--- src/rtl/mac_tx_pkg.sv ---
// rtl/mac_tx_pkg.sv - shared types and constants for the MAC TX arbiter
package mac_tx_pkg;

  typedef enum logic [1:0] {
    IDLE  = 2'd0,
    FWD   = 2'd1,
    DRAIN = 2'd2
  } state_t;

  localparam logic [1:0] MOD_4B = 2'b00;
  localparam logic [1:0] MOD_3B = 2'b01;
  localparam logic [1:0] MOD_2B = 2'b10;
  localparam logic [1:0] MOD_1B = 2'b11;

  localparam int MAX_WORDS_DEFAULT = 380;

  // Bits needed to hold word indices 0 .. n-1.
  function automatic int cnt_width(input int n);
    return (n > 2) ? $clog2(n) : 1;
  endfunction

endpackage

--- src/rtl/mac_tx_arbiter_if.sv ---
// rtl/mac_tx_arbiter_if.sv - packet source stream (Avalon-ST style) feeding the arbiter
interface mac_tx_arbiter_if;
  logic [31:0] data;
  logic        sop;
  logic        eop;
  logic [1:0]  mod;
  logic        valid;
  logic        ready;

  modport master (output data, sop, eop, mod, valid, input ready);
  modport slave  (input data, sop, eop, mod, valid, output ready);
endinterface

--- src/rtl/rr_arb2.sv ---
// rtl/rr_arb2.sv - 2-way round-robin pick; last_grant resets to 1 so source 0 wins the first tie
module rr_arb2 (
  input  logic       clk,
  input  logic       rst_n,
  input  logic [1:0] req,
  input  logic       take,
  output logic       gnt,
  output logic       gnt_vld
);

  logic last_q, last_d;

  always_comb begin
    gnt_vld = |req;
    gnt     = (req == 2'b11) ? ~last_q : req[1];
    last_d  = last_q;
    if (take && gnt_vld) last_d = gnt;
  end

  always_ff @(posedge clk or negedge rst_n) begin
    if (!rst_n) last_q <= 1'b1;
    else        last_q <= last_d;
  end

endmodule

--- src/rtl/mac_tx_arbiter.sv ---
// rtl/mac_tx_arbiter.sv - packet-level round-robin arbiter onto the MAC ff_tx write port
module mac_tx_arbiter
  import mac_tx_pkg::*;
#(
  parameter int MAX_WORDS = MAX_WORDS_DEFAULT
) (
  input  logic                ff_tx_clk,
  input  logic                ff_tx_rst_n,
  mac_tx_arbiter_if.slave     s0,
  mac_tx_arbiter_if.slave     s1,
  output logic [31:0]         ff_tx_data,
  output logic                ff_tx_sop,
  output logic                ff_tx_eop,
  output logic                ff_tx_err,
  output logic                ff_tx_wren,
  output logic [1:0]          ff_tx_mod,
  input  logic                ff_tx_rdy,
  output logic [15:0]         pkt_cnt0,
  output logic [15:0]         pkt_cnt1,
  output logic [7:0]          trunc_cnt
);

  localparam int CW = cnt_width(MAX_WORDS);
  localparam logic [CW-1:0] LAST_IDX = CW'(MAX_WORDS - 1);

  state_t          state_q, state_d;
  logic            grant_q, grant_d;
  logic [CW-1:0]   word_cnt_q, word_cnt_d;
  logic            first_q, first_d;
  logic [15:0]     pkt_cnt0_q, pkt_cnt0_d, pkt_cnt1_q, pkt_cnt1_d;
  logic [7:0]      trunc_cnt_q, trunc_cnt_d;

  logic            arb_gnt, arb_vld;
  logic [31:0]     g_data;
  logic            g_valid, g_eop, g_ready;
  logic [1:0]      g_mod;
  logic            limit, xfer;

  rr_arb2 u_rr (
    .clk     (ff_tx_clk),
    .rst_n   (ff_tx_rst_n),
    .req     ({s1.valid & s1.sop, s0.valid & s0.sop}),
    .take    (state_q == IDLE),
    .gnt     (arb_gnt),
    .gnt_vld (arb_vld)
  );

  assign g_data  = grant_q ? s1.data  : s0.data;
  assign g_valid = grant_q ? s1.valid : s0.valid;
  assign g_eop   = grant_q ? s1.eop   : s0.eop;
  assign g_mod   = grant_q ? s1.mod   : s0.mod;
  assign limit   = (word_cnt_q == LAST_IDX);
  assign s0.ready = g_ready & ~grant_q;
  assign s1.ready = g_ready &  grant_q;

  always_comb begin
    state_d     = state_q;
    grant_d     = grant_q;
    word_cnt_d  = word_cnt_q;
    first_d     = first_q;
    pkt_cnt0_d  = pkt_cnt0_q;
    pkt_cnt1_d  = pkt_cnt1_q;
    trunc_cnt_d = trunc_cnt_q;
    g_ready     = 1'b0;
    xfer        = 1'b0;
    ff_tx_data  = 32'd0;
    ff_tx_sop   = 1'b0;
    ff_tx_eop   = 1'b0;
    ff_tx_err   = 1'b0;
    ff_tx_wren  = 1'b0;
    ff_tx_mod   = MOD_4B;

    case (state_q)
      IDLE: begin
        if (arb_vld) begin
          grant_d    = arb_gnt;
          word_cnt_d = '0;
          first_d    = 1'b1;
          state_d    = FWD;
        end
      end
      FWD: begin
        ff_tx_data = g_data;
        ff_tx_wren = g_valid;
        g_ready    = ff_tx_rdy;
        ff_tx_sop  = first_q;
        ff_tx_eop  = g_eop | limit;
        ff_tx_mod  = g_eop ? g_mod : MOD_4B;
        ff_tx_err  = limit & ~g_eop;
        xfer       = g_valid & ff_tx_rdy;
        if (xfer) begin
          word_cnt_d = word_cnt_q + CW'(1);
          first_d    = 1'b0;
          if (g_eop) begin
            if (grant_q) pkt_cnt1_d = pkt_cnt1_q + 16'd1;
            else         pkt_cnt0_d = pkt_cnt0_q + 16'd1;
            state_d = IDLE;
          end else if (limit) begin
            if (trunc_cnt_q != 8'hFF) trunc_cnt_d = trunc_cnt_q + 8'd1;
            state_d = DRAIN;
          end
        end
      end
      DRAIN: begin
        // Swallow the remainder of a truncated packet up to its own eop.
        g_ready = 1'b1;
        if (g_valid && g_eop) state_d = IDLE;
      end
      default: state_d = IDLE;
    endcase
  end

  always_ff @(posedge ff_tx_clk or negedge ff_tx_rst_n) begin
    if (!ff_tx_rst_n) begin
      state_q     <= IDLE;
      grant_q     <= 1'b0;
      word_cnt_q  <= '0;
      first_q     <= 1'b0;
      pkt_cnt0_q  <= 16'd0;
      pkt_cnt1_q  <= 16'd0;
      trunc_cnt_q <= 8'd0;
    end else begin
      state_q     <= state_d;
      grant_q     <= grant_d;
      word_cnt_q  <= word_cnt_d;
      first_q     <= first_d;
      pkt_cnt0_q  <= pkt_cnt0_d;
      pkt_cnt1_q  <= pkt_cnt1_d;
      trunc_cnt_q <= trunc_cnt_d;
    end
  end

  assign pkt_cnt0  = pkt_cnt0_q;
  assign pkt_cnt1  = pkt_cnt1_q;
  assign trunc_cnt = trunc_cnt_q;

endmodule

--- src/flat_wrapper.sv ---
// flat-port wrapper written by rule: the top's interface ports become plain ports
module mac_tx_arbiter_flat import mac_tx_pkg::*;
#(
  parameter int MAX_WORDS = MAX_WORDS_DEFAULT
)
  (ff_tx_clk, ff_tx_rst_n, ff_tx_data, ff_tx_sop, ff_tx_eop, ff_tx_err, ff_tx_wren, ff_tx_mod, ff_tx_rdy, pkt_cnt0, pkt_cnt1, trunc_cnt, s0_data, s0_sop, s0_eop, s0_mod, s0_valid, s0_ready, s1_data, s1_sop, s1_eop, s1_mod, s1_valid, s1_ready);
  mac_tx_arbiter_if s0_i ();
  mac_tx_arbiter_if s1_i ();
  input  logic ff_tx_clk;
  input  logic ff_tx_rst_n;
  output logic [31:0] ff_tx_data;
  output logic ff_tx_sop;
  output logic ff_tx_eop;
  output logic ff_tx_err;
  output logic ff_tx_wren;
  output logic [1:0] ff_tx_mod;
  input  logic ff_tx_rdy;
  output logic [15:0] pkt_cnt0;
  output logic [15:0] pkt_cnt1;
  output logic [7:0] trunc_cnt;
  input wire logic [$bits(s0_i.data)-1:0] s0_data;
  input wire logic [$bits(s0_i.sop)-1:0] s0_sop;
  input wire logic [$bits(s0_i.eop)-1:0] s0_eop;
  input wire logic [$bits(s0_i.mod)-1:0] s0_mod;
  input wire logic [$bits(s0_i.valid)-1:0] s0_valid;
  output wire logic [$bits(s0_i.ready)-1:0] s0_ready;
  input wire logic [$bits(s1_i.data)-1:0] s1_data;
  input wire logic [$bits(s1_i.sop)-1:0] s1_sop;
  input wire logic [$bits(s1_i.eop)-1:0] s1_eop;
  input wire logic [$bits(s1_i.mod)-1:0] s1_mod;
  input wire logic [$bits(s1_i.valid)-1:0] s1_valid;
  output wire logic [$bits(s1_i.ready)-1:0] s1_ready;
  assign s0_i.data = s0_data;
  assign s0_i.sop = s0_sop;
  assign s0_i.eop = s0_eop;
  assign s0_i.mod = s0_mod;
  assign s0_i.valid = s0_valid;
  assign s0_ready = s0_i.ready;
  assign s1_i.data = s1_data;
  assign s1_i.sop = s1_sop;
  assign s1_i.eop = s1_eop;
  assign s1_i.mod = s1_mod;
  assign s1_i.valid = s1_valid;
  assign s1_ready = s1_i.ready;
  mac_tx_arbiter #(.MAX_WORDS(MAX_WORDS)) u_core (.ff_tx_clk(ff_tx_clk), .ff_tx_rst_n(ff_tx_rst_n), .s0(s0_i), .s1(s1_i), .ff_tx_data(ff_tx_data), .ff_tx_sop(ff_tx_sop), .ff_tx_eop(ff_tx_eop), .ff_tx_err(ff_tx_err), .ff_tx_wren(ff_tx_wren), .ff_tx_mod(ff_tx_mod), .ff_tx_rdy(ff_tx_rdy), .pkt_cnt0(pkt_cnt0), .pkt_cnt1(pkt_cnt1), .trunc_cnt(trunc_cnt));
endmodule
--- config.mk ---
export PLATFORM = sky130hd
export DESIGN_NAME = mac_tx_arbiter_flat
export DESIGN_NICKNAME = d
export VERILOG_FILES = /design/src/rtl/mac_tx_pkg.sv /design/src/rtl/mac_tx_arbiter_if.sv /design/src/rtl/rr_arb2.sv /design/src/rtl/mac_tx_arbiter.sv /design/src/flat_wrapper.sv
export SDC_FILE = /design/constraint.sdc
export NUM_CORES = 1
export LEC_CHECK = 0
export BUFFER_PORTS_ARGS = -buffer_cell sky130_fd_sc_hd__buf_2
export CORE_MARGIN = 5
export CORE_UTILIZATION = 40
export CTS_CLUSTER_DIAMETER = 100
export CTS_CLUSTER_SIZE = 12
export DETAILED_ROUTE_END_ITERATION = 12
export HOLD_SLACK_MARGIN = 0.1
export PLACE_DENSITY = 0.67
export SLEW_MARGIN = 10
export SYNTH_ARGS = -nofsm -noshare
export SYNTH_HDL_FRONTEND = slang
export SYNTH_SLANG_ARGS = --single-unit
--- constraint.sdc ---
create_clock -name ff_tx_clk -period 2.2 [get_ports ff_tx_clk]
set_input_delay 0.22 -clock ff_tx_clk [delete_from_list [all_inputs] [get_ports ff_tx_clk]]
set_output_delay 0.22 -clock ff_tx_clk [all_outputs]
set_load 0.03 [all_outputs]
## Word level (Yosys, flattened, before mapping)

Index checks and enable logic that the tools add are counted.

| operators by class | value |
|---|---|
| add/sub/neg operators | 4 |
| equal/unequal tests | 9 |
| multiplexer cells | 25 |
| bitwise operators | 10 |
| reduce and logical (&&, ||, !) cells | 11 |

Operators by type and width:

| cell | count |
|---|---|
| $mux W32 | 2 |
| $add A16 B1 Y16 const B | 2 |
| $mux W9 | 2 |
| $pmux W9 S2 | 1 |
| $mux W2 | 8 |
| $reduce_and A4 Y1 | 3 |
| $add A9 B1 Y9 const B | 1 |
| $eq A9 B9 Y1 const B | 1 |
| $mux W1 | 9 |
| $add A8 B1 Y8 const B | 1 |
| $ne A8 B8 Y1 const B | 1 |
| $and A1 B1 Y1 | 6 |
| $ne A2 B1 Y1 const B | 3 |
| $pmux W2 S3 | 1 |
| $reduce_and A5 Y1 | 1 |
| $eq A2 B2 Y1 const B | 2 |
| $pmux W1 S2 | 2 |
| $ne A3 B1 Y1 const B | 1 |
| $not A1 Y1 | 3 |
| $reduce_and A3 Y1 | 1 |
| $eq A2 B1 Y1 const B | 1 |
| $logic_and A1 B1 Y1 | 2 |
| $logic_not A2 Y1 | 1 |
| $reduce_and A2 Y1 | 1 |
| other kinds (3) | 3 |

| word-level totals | value |
|---|---|
| register bits after elaboration | 54 |
| bits of input ports | 77 |
| word-level logic and storage cells | 67 |

## Longest topological paths before layout

Gate-level depths: netlist (run 1).

| logic depth | value |
|---|---|
| word-level depth | 5 |
| mapped depth | 7 |
| gate-level depth less buffers | 6 |

## Hierarchy

From an unflattened synthesis (run 1), not the netlist that was laid out.

| unflattened totals | value |
|---|---|
| cell total of the unflattened synthesis | 351 |
| area total of the unflattened synthesis | 3,428.3 µm² |

By module, submodules not included:

| module | times used | cells an instance | area an instance (µm²) |
|---|---|---|---|
| mac_tx_arbiter | 1 | 346 | 3,377.0 |
| rr_arb2 | 1 | 5 | 51.3 |

## Worst setup path after synthesis (run 1)

No wires, ideal clock.

| path | value |
|---|---|
| path type | register -> register |
| start point | register u_core.state_q[1] |
| end point | register u_core.trunc_cnt_q[1], in the netlist u_core.trunc_cnt[1] |
| library setup time | 0.128 ns |
| data arrival time | 1.686 ns |
| data required time | 2.072 ns |
| path slack | 0.386 ns |
| stages on the path, launching flop included | 7 |
| buffers on the path | 1 |
| clock period less this slack | 1.814 ns |
| path through | dfrtp_1 -> inv_1 -> ha_1 -> buf_2 -> nand4_2 -> nor3_1 -> mux2_1 |

| on the way | value |
|---|---|
| cells in the longest elaborated chain, start to end | 2 |

RTL lines:

| element | RTL line | RTL |
|---|---|---|
| start: declaration | mac_tx_arbiter.sv:26 | `state_t state_q, state_d;` |
| start signal: assignment | mac_tx_arbiter.sv:123 | `state_q <= state_d;` |
| $eq A2 B1 Y1 | mac_tx_arbiter.sv:73 | `case (state_q)` |
| $reduce_and A5 Y1 (no line) | n/a |  |
| end signal: assignment | mac_tx_arbiter.sv:129 | `trunc_cnt_q <= trunc_cnt_d;` |
| end: declaration | mac_tx_arbiter.sv:31 | `logic [7:0] trunc_cnt_q, trunc_cnt_d;` |

Every way passes these cells.
A chain may end at the register's enable or synchronous reset.

## Worst setup path after layout (run 1)

| path | value |
|---|---|
| start point | register u_core.word_cnt_q[0] |
| end point | output ff_tx_eop |

| on the way | value |
|---|---|
| cells in the longest elaborated chain, start to end | 3 |

RTL lines:

| element | RTL line | RTL |
|---|---|---|
| start: declaration | mac_tx_arbiter.sv:28 | `logic [CW-1:0] word_cnt_q, word_cnt_d;` |
| start signal: assignment | mac_tx_arbiter.sv:125 | `word_cnt_q <= word_cnt_d;` |
| $eq A9 B9 Y1 | mac_tx_arbiter.sv:52 | `assign limit = (word_cnt_q == LAST_IDX);` |
| $or A1 B1 Y1 | mac_tx_arbiter.sv:87 | `ff_tx_eop = g_eop \| limit;` |
| $mux W1 | mac_tx_arbiter.sv:73 |  |
| end: declaration | flat_wrapper.sv:13 | `output logic ff_tx_eop;` |

Every way passes these cells.

==> impl_results.md, run 1 <==
* VDD IR max at 0.503 mV
* Cell row count at 33
* Post-CTS setup buffer count at 0
* Final setup viols at 0
* Post-Route Setup TNS at 0 ns
* Antenna Violating Nets Remaining at 0
* Area of the multi-input gates at 0.00195 sq mm
* Share of cells above drive strength 1 at 37.3%
* First-pass GRT wire length at 14300 um
* Largest net degree at the start of global routing at 46
* Fillers at 795
* Post-synth top flop: dfrtp_1
* CTS tree: yes
* Area growth syn-to-layout at 29.9%
* Core ar. at 0.00826 sq mm
* CTS buffer count at 5
* GR peak layer: met2
* Met3 global-route usage at 2.73%
* Vias per inst at 5.18
* Power Density at 956 mW/mm^2
* CTS Buffer Depth at 2
* Initial antenna violation count at 0
* Syn Inst Count at 341
* Drc violations at 0
* Io pins at 157
* Final Wtd Congestion at 0.836
* Max Slew Vio Count at 0
* Arr. time, crit path at 1.88 ns
* Final Net Count at 582
* Leakage power at 0.00235 uW
* RSZ-0062 raised after global routing: true
* PnR worst setup slack at 0.0976 ns
* Fin area at 0.00442 sq mm
* DR iter-0 viols at 112
* Hold Fails Final Rpt at 0
* Synthesized cell area at 0.00340 sq mm
* Worst-Margin Slew at 0.490 ns
* Flip-flop and latch area at 0.00135 sq mm
* Worst Clk Skew at 0.00748 ns
* Post-Syn Area per Cell at 9.98 sq um
* PortBufs at 156
* DR vias at 3127
* Later-pin clock latency in the skew report at 0.31 ns
* GRT Util Overall at 16.9%
* Min-Delay Path Class: primary input to flop
* Synth unique cells at 51
* Final wirelength at 9380 um
* Aggregate global routing overflow at 0
* Fmax achieved at 476 MHz
* Die H at 102 um
* Flops & latches, synth at 54
* Initial Utilization at 41.2%
* Ys async rst share at 100%
* Crit path max fanout at 5
* Largest area contributor in the netlist: dfrtp_1
* Synth top area share at 39.0%
* Most frequent cell after synthesis: dfrtp_1
* Status: finished clean
* Number of max-cap violations at 0
* Post-synth EDFFs at 0
* Post-DP HPWL at 7460 um
* CP endpoint kind: primary output
* Req. time, crit path at 1.98 ns
* Clock Sinks at 54
* Commonest cells in the netlist: dfrtp_1, nor2b_1, mux2i_1
* Setup CP Type: flop to primary output
* Seq/Total Area, Yosys at 39.7%
* Minimum clock period at 2.10 ns
* Synth top area cells: dfrtp_1, mux2i_1, nor2b_1
* Startpoint types: flop
* Pre-CTS WS at 0.169 ns
* Routing usage on met1 at 23.7%
* Vias in the first global route at 2929
* Synthesis Warnings at 0
* Area post-placement at 0.00430 sq mm
* Ant. Diodes at 0
* Grt met2 use at 27.9%
* Die Area at 0.0105 sq mm
* Period utilization at 95.6%
* Drt wl/cell at 15.5 um
* Chip width at 102 um
* DR pass1 iterations at 4
* CTS root buf: clkbuf_8
* Syn nets at 425
* H-Tree Level Count at 2
* Rel. slew slack at 67.2%
* CTS clk-pin slew, worst paths at 0.09 ns
[final timing paths]
| path | endpoint | startpoint | slack, ns | depth (start not counted) |
|---|---|---|---|---|
| min | u_core.u_rr.last_q | s1_sop | 0.22 | 3 |
| max reg2reg | u_core.pkt_cnt0[15] | u_core.state_q[1] | 0.18 | 6 |
| min in group asynchronous | u_core.pkt_cnt1[8] | ff_tx_rst_n | 0.34 | 2 |
| min reg2reg | u_core.pkt_cnt0[15] | u_core.pkt_cnt0[15] | 0.47 | 1 |
| max in group asynchronous | u_core.trunc_cnt[0] | ff_tx_rst_n | 1.23 | 3 |
| max | ff_tx_eop | u_core.word_cnt_q[0] | 0.1 | 5 |
[per-stage QoR]
step | cells | power [uW] | utilization, % | hold WS, ns
2_1_floorplan | 341 | 3050 | - | -0.0756
3_3_place_gp | 595 | 3640 | 52.1 | 0.143
6_report | 604 | 4230 | 53.5 | 0.224
4_1_cts | 604 | 4250 | 53.3 | 0.214
5_1_grt | 604 | 4490 | 53.5 | 0.214
3_5_place_dp | 595 | 3680 | 52.1 | 0.142
[report_power, final]
| part | total (uW) | internal (uW) | switching, uW |
|---|---|---|---|
| Sequential | 1240 | 1110 | 138 |
| Clock | 561 | 225 | 337 |
| Combinational | 2420 | 879 | 1540 |
[layout make-up]
class / instances / share of cell area (%)
flip-flops and latches: 54 / 30.6
repair buffers: 164 / 19.3
well taps: 105 / 2.97
inverters: 12 / 1.02
clock inverters: 3 / 0.481
multi-input cells: 261 / 44.0
clock buffers: 5 / 1.56
[critical path, cell delays in order (launching register included)]
cell,delay [ns]
dfrtp_1,0.43
ha_2,0.24
and4bb_2,0.25
and2_1,0.20
o31a_1,0.26
buf_2,0.19
[layer usage]
metal / part of all wire, % / vias to the layer above / wire length, um
li1: - / 1536 / -
met1: 42 / 1509 / 3970
met2: 52 / 75 / 4870
met3: 4.8 / 7 / 454
met4: 0.88 / 0 / 83
met5: 0 / - / 0
[cells in the final DEF, fill, tap and decap left out, types with 6 or more instances in the layout]
cell     count
ha_1         6
nand4_1      9
o21ai_0      6
dfrtp_1     52
inv_1       12
xor2_1      18
nor2b_1     36
nand2_1     18
nand3_1     19
nor3_1      10
buf_2      156
mux2i_1     34
and2_1       7
xnor2_1     19
nor2_1       8
a21oi_1      7
[state kept, by name, indices dropped and copies added (netlist names)]
name                cells
u_core.first_q          1
u_core.grant_q          1
u_core.pkt_cnt0        16
u_core.pkt_cnt1        16
u_core.state_q          2
u_core.trunc_cnt        8
u_core.u_rr.last_q      1
u_core.word_cnt_q       9
[kinds of logic after synthesis]
| family | after synthesis | share of synthesized area [%] |
|---|---|---|
| and+or+nand+nor | 137 | 24.2 |
| DFF | 54 | 39.7 |
| AOI/OAI and AO/OA | 40 | 8.49 |
| muxes | 40 | 12.1 |
| xor gates and xnor gates | 37 | 9.52 |
| buffers and inverters | 26 | 3.38 |
| adders and majority gates | 7 | 2.57 |
[what timing repair did]
action / in CTS / in global routing
hold endpoints to repair: 12 / 0
resized for setup: 1 / 4
endpoints found under the setup margin: 2 / 37
hold buffers: 1 / 0
No activity file was read; power rests on OpenSTA's default activity.
==> run 2: changes to the inputs <==
--- a/config.mk
+++ b/config.mk
@@ -8,10 +8,10 @@
 export BUFFER_PORTS_ARGS = -buffer_cell sky130_fd_sc_hd__buf_2
 export CORE_MARGIN = 5
-export CORE_UTILIZATION = 40
+export CORE_UTILIZATION = 27
 export CTS_CLUSTER_DIAMETER = 100
 export CTS_CLUSTER_SIZE = 12
 export DETAILED_ROUTE_END_ITERATION = 12
 export HOLD_SLACK_MARGIN = 0.1
-export PLACE_DENSITY = 0.67
+export PLACE_DENSITY = 0.48
 export SLEW_MARGIN = 10
 export SYNTH_ARGS = -nofsm -noshare
==> constraint.sdc (replaced) <==
create_clock -name ff_tx_clk -period 2.5 [get_ports ff_tx_clk]
set_input_delay 0.5 -clock ff_tx_clk [delete_from_list [all_inputs] [get_ports ff_tx_clk]]
set_output_delay 0.5 -clock ff_tx_clk [all_outputs]
set_load 0.03 [all_outputs]
==> run 2 against run 1 <==
- via count is 0.99% lower
- largest power group unchanged
- global-route usage down 4.5 points
- total power fell by 7.0%
- critical path type unchanged
- worst setup slack better by 0.038 ns
- first-iteration DRC count grew 7.1%
- flip-flop and latch count unchanged
- cell area grew 2.5%
- non-clock buffer count shrank 3
- wire length increased by 3.0%
==> impl_results.md, run 2 (synthesis gave the netlist of run 1 again) <==
* Status: finished clean
* Cell row count at 41 (+24%)
* CTS tree: yes
* Arr. time, crit path at 1.86 ns (-0.02 ns)
* Post-DP HPWL at 7720 um (+3.5%)
* Largest net degree at the start of global routing at 45 (-2.2%)
* Post-Route Setup TNS at 0 ns (unchanged)
* Io pins at 157 (unchanged)
* Hold Fails Final Rpt at 0 (unchanged)
* First-pass GRT wire length at 15400 um (+7.5%)
* Antenna Violating Nets Remaining at 0 (unchanged)
* Number of max-cap violations at 0 (unchanged)
* DR vias at 3096 (-0.99%)
* Commonest non-fill, non-tap cells in the layout: buf_2, dfrtp_1, nor2b_1
* CTS root buf: clkbuf_16
* Crit path launch: u_core.word_cnt_q[0]
* Crit path max fanout at 5 (unchanged)
* Later-pin clock latency in the skew report at 0.29 ns (-0.02 ns)
* Worst Clk Skew at 0.00482 ns (-0.00266 ns)
* Max Slew Vio Count at 0 (unchanged)
* Chip width at 122 um (+20%)
* GRT Util Overall at 12.5% (-4.5 points)
* Final setup viols at 0 (unchanged)
* Area of the multi-input gates at 0.00194 sq mm (-0.58%)
* PnR worst setup slack at 0.135 ns (+0.0375 ns)
* Hold_buf cts at 0 (-1)
* Die Area at 0.0150 sq mm (+43%)
* DR iter-0 viols at 120 (+7.1%)
* Area growth syn-to-layout at 33.2%
* Worst hold slack at 0.262 ns (+0.0381 ns)
* Drc violations at 0 (unchanged)
* CTS Buffer Depth at 2 (unchanged)
* Pre-CTS WS at 0.395 ns (+0.225 ns)
* CTS clk-pin slew, worst paths at 0.07 ns (-0.02 ns)
* Final Net Count at 579 (-0.52%)
* CTS buffer count at 5 (unchanged)
* Worst-Margin Slew at 0.723 ns (+0.233 ns)
* Min-Delay Path Class: primary input to async pin
* Post-CTS setup buffer count at 0 (unchanged)
* Req. time, crit path at 2.00 ns (+0.02 ns)
* Most common cell after layout, fill and taps aside: buf_2
* Rel. slew slack at 51.8% (-15 points)
* Flip-flop and latch area at 0.00135 sq mm (unchanged)
* VDD IR max at 0.351 mV (-30%)
* Aggregate global routing overflow at 0 (unchanged)
* Vias in the first global route at 3134 (+7.0%)
* PortBufs at 156 (unchanged)
* Power Density at 868 mW/mm^2 (-9.2%)
* CP endpoint kind: primary output
* Initial Utilization at 27.3% (-14 points)
* RSZ-0062 raised after global routing: false
* Final Wtd Congestion at 0.802 (-4.1%)
* Share of cells above drive strength 1 at 36.7% (-0.58 points)
* Period utilization at 94.6%
* Area post-placement at 0.00438 sq mm (+1.9%)
* Fillers at 1317 (+66%)
* Minimum clock period at 2.36 ns
* Ant. Diodes at 0 (unchanged)
* Fin area at 0.00453 sq mm (+2.5%)
* Clock Sinks at 54 (unchanged)
* Post-CTS Resized at 0 (-1)
* Drt wl/cell at 14.5 um (-6.9%)
* Leakage power at 0.00237 uW (+0.87%)
* Die H at 122 um (+20%)
* Fmax achieved at 423 MHz
* Final wirelength at 9660 um (+3.0%)
* Initial antenna violation count at 0 (unchanged)
* Setup CP Type: flop to primary output
* Startpoint types: flop
* H-Tree Level Count at 2 (unchanged)
* Vias per inst at 4.63 (-10%)
* DR pass1 iterations at 4 (unchanged)
* R2r startpoint: u_core.state_q[0]
* Core ar. at 0.0125 sq mm (+51%)
-- run 2: through the flow --
stage / std cells / power [uW] / util, %
finish: 668 / 3930 / 36.4
global placement: 660 / 3240 / 35.1
global route: 668 / 4200 / 36.4
CTS: 668 / 4000 / 36.4
detailed placement: 660 / 3250 / 35.1
floorplan: 341 / 2680 / -
-- run 2: final timing paths --
kind / end / slack, ns / cells after the start
worst min register to register: u_core.pkt_cnt1[15] / 0.47 / 1
worst min-delay path: u_core.pkt_cnt1[11] / 0.26 / 1
min in group ff_tx_clk: u_core.pkt_cnt1[15] / 0.47 / 1
worst max register to register: u_core.word_cnt_q[4] / 0.43 / 6
max in group asynchronous: u_core.pkt_cnt0[3] / 1.56 / 2
worst max-delay path: ff_tx_eop / 0.14 / 5
-- run 2: worst max-delay path, stage by stage, from the launching register on --
cell and delay, ns:
dfrtp_1 0.41, ha_1 0.27, and4bb_2 0.27, and2_1 0.20, o31a_1 0.25, buf_2 0.18
-- run 2: cell type report --
| type | instances | share of cell area (%) |
|---|---|---|
| timing repair buffer | 161 | 18.3 |
| multi-input combinational | 261 | 42.7 |
| sequential | 54 | 29.9 |
| tap | 172 | 4.75 |
| clock inverter | 1 | 0.193 |
| inverter | 12 | 0.994 |
| clock buffer | 7 | 3.15 |
-- run 2: where the power goes --
part | internal, uW | switching (uW) | total (uW) | leakage [uW]
clock network | 404 | 314 | 717 | 0.0000745
registers | 975 | 123 | 1100 | 0.000709
logic | 767 | 1350 | 2120 | 0.00159
-- run 2: routing by layer --
layer	share of wire (%)	track usage, %
met5	0	0
met4	1.1	2.80
met3	4.3	2.81
met2	51	21.2
met1	43	16.2
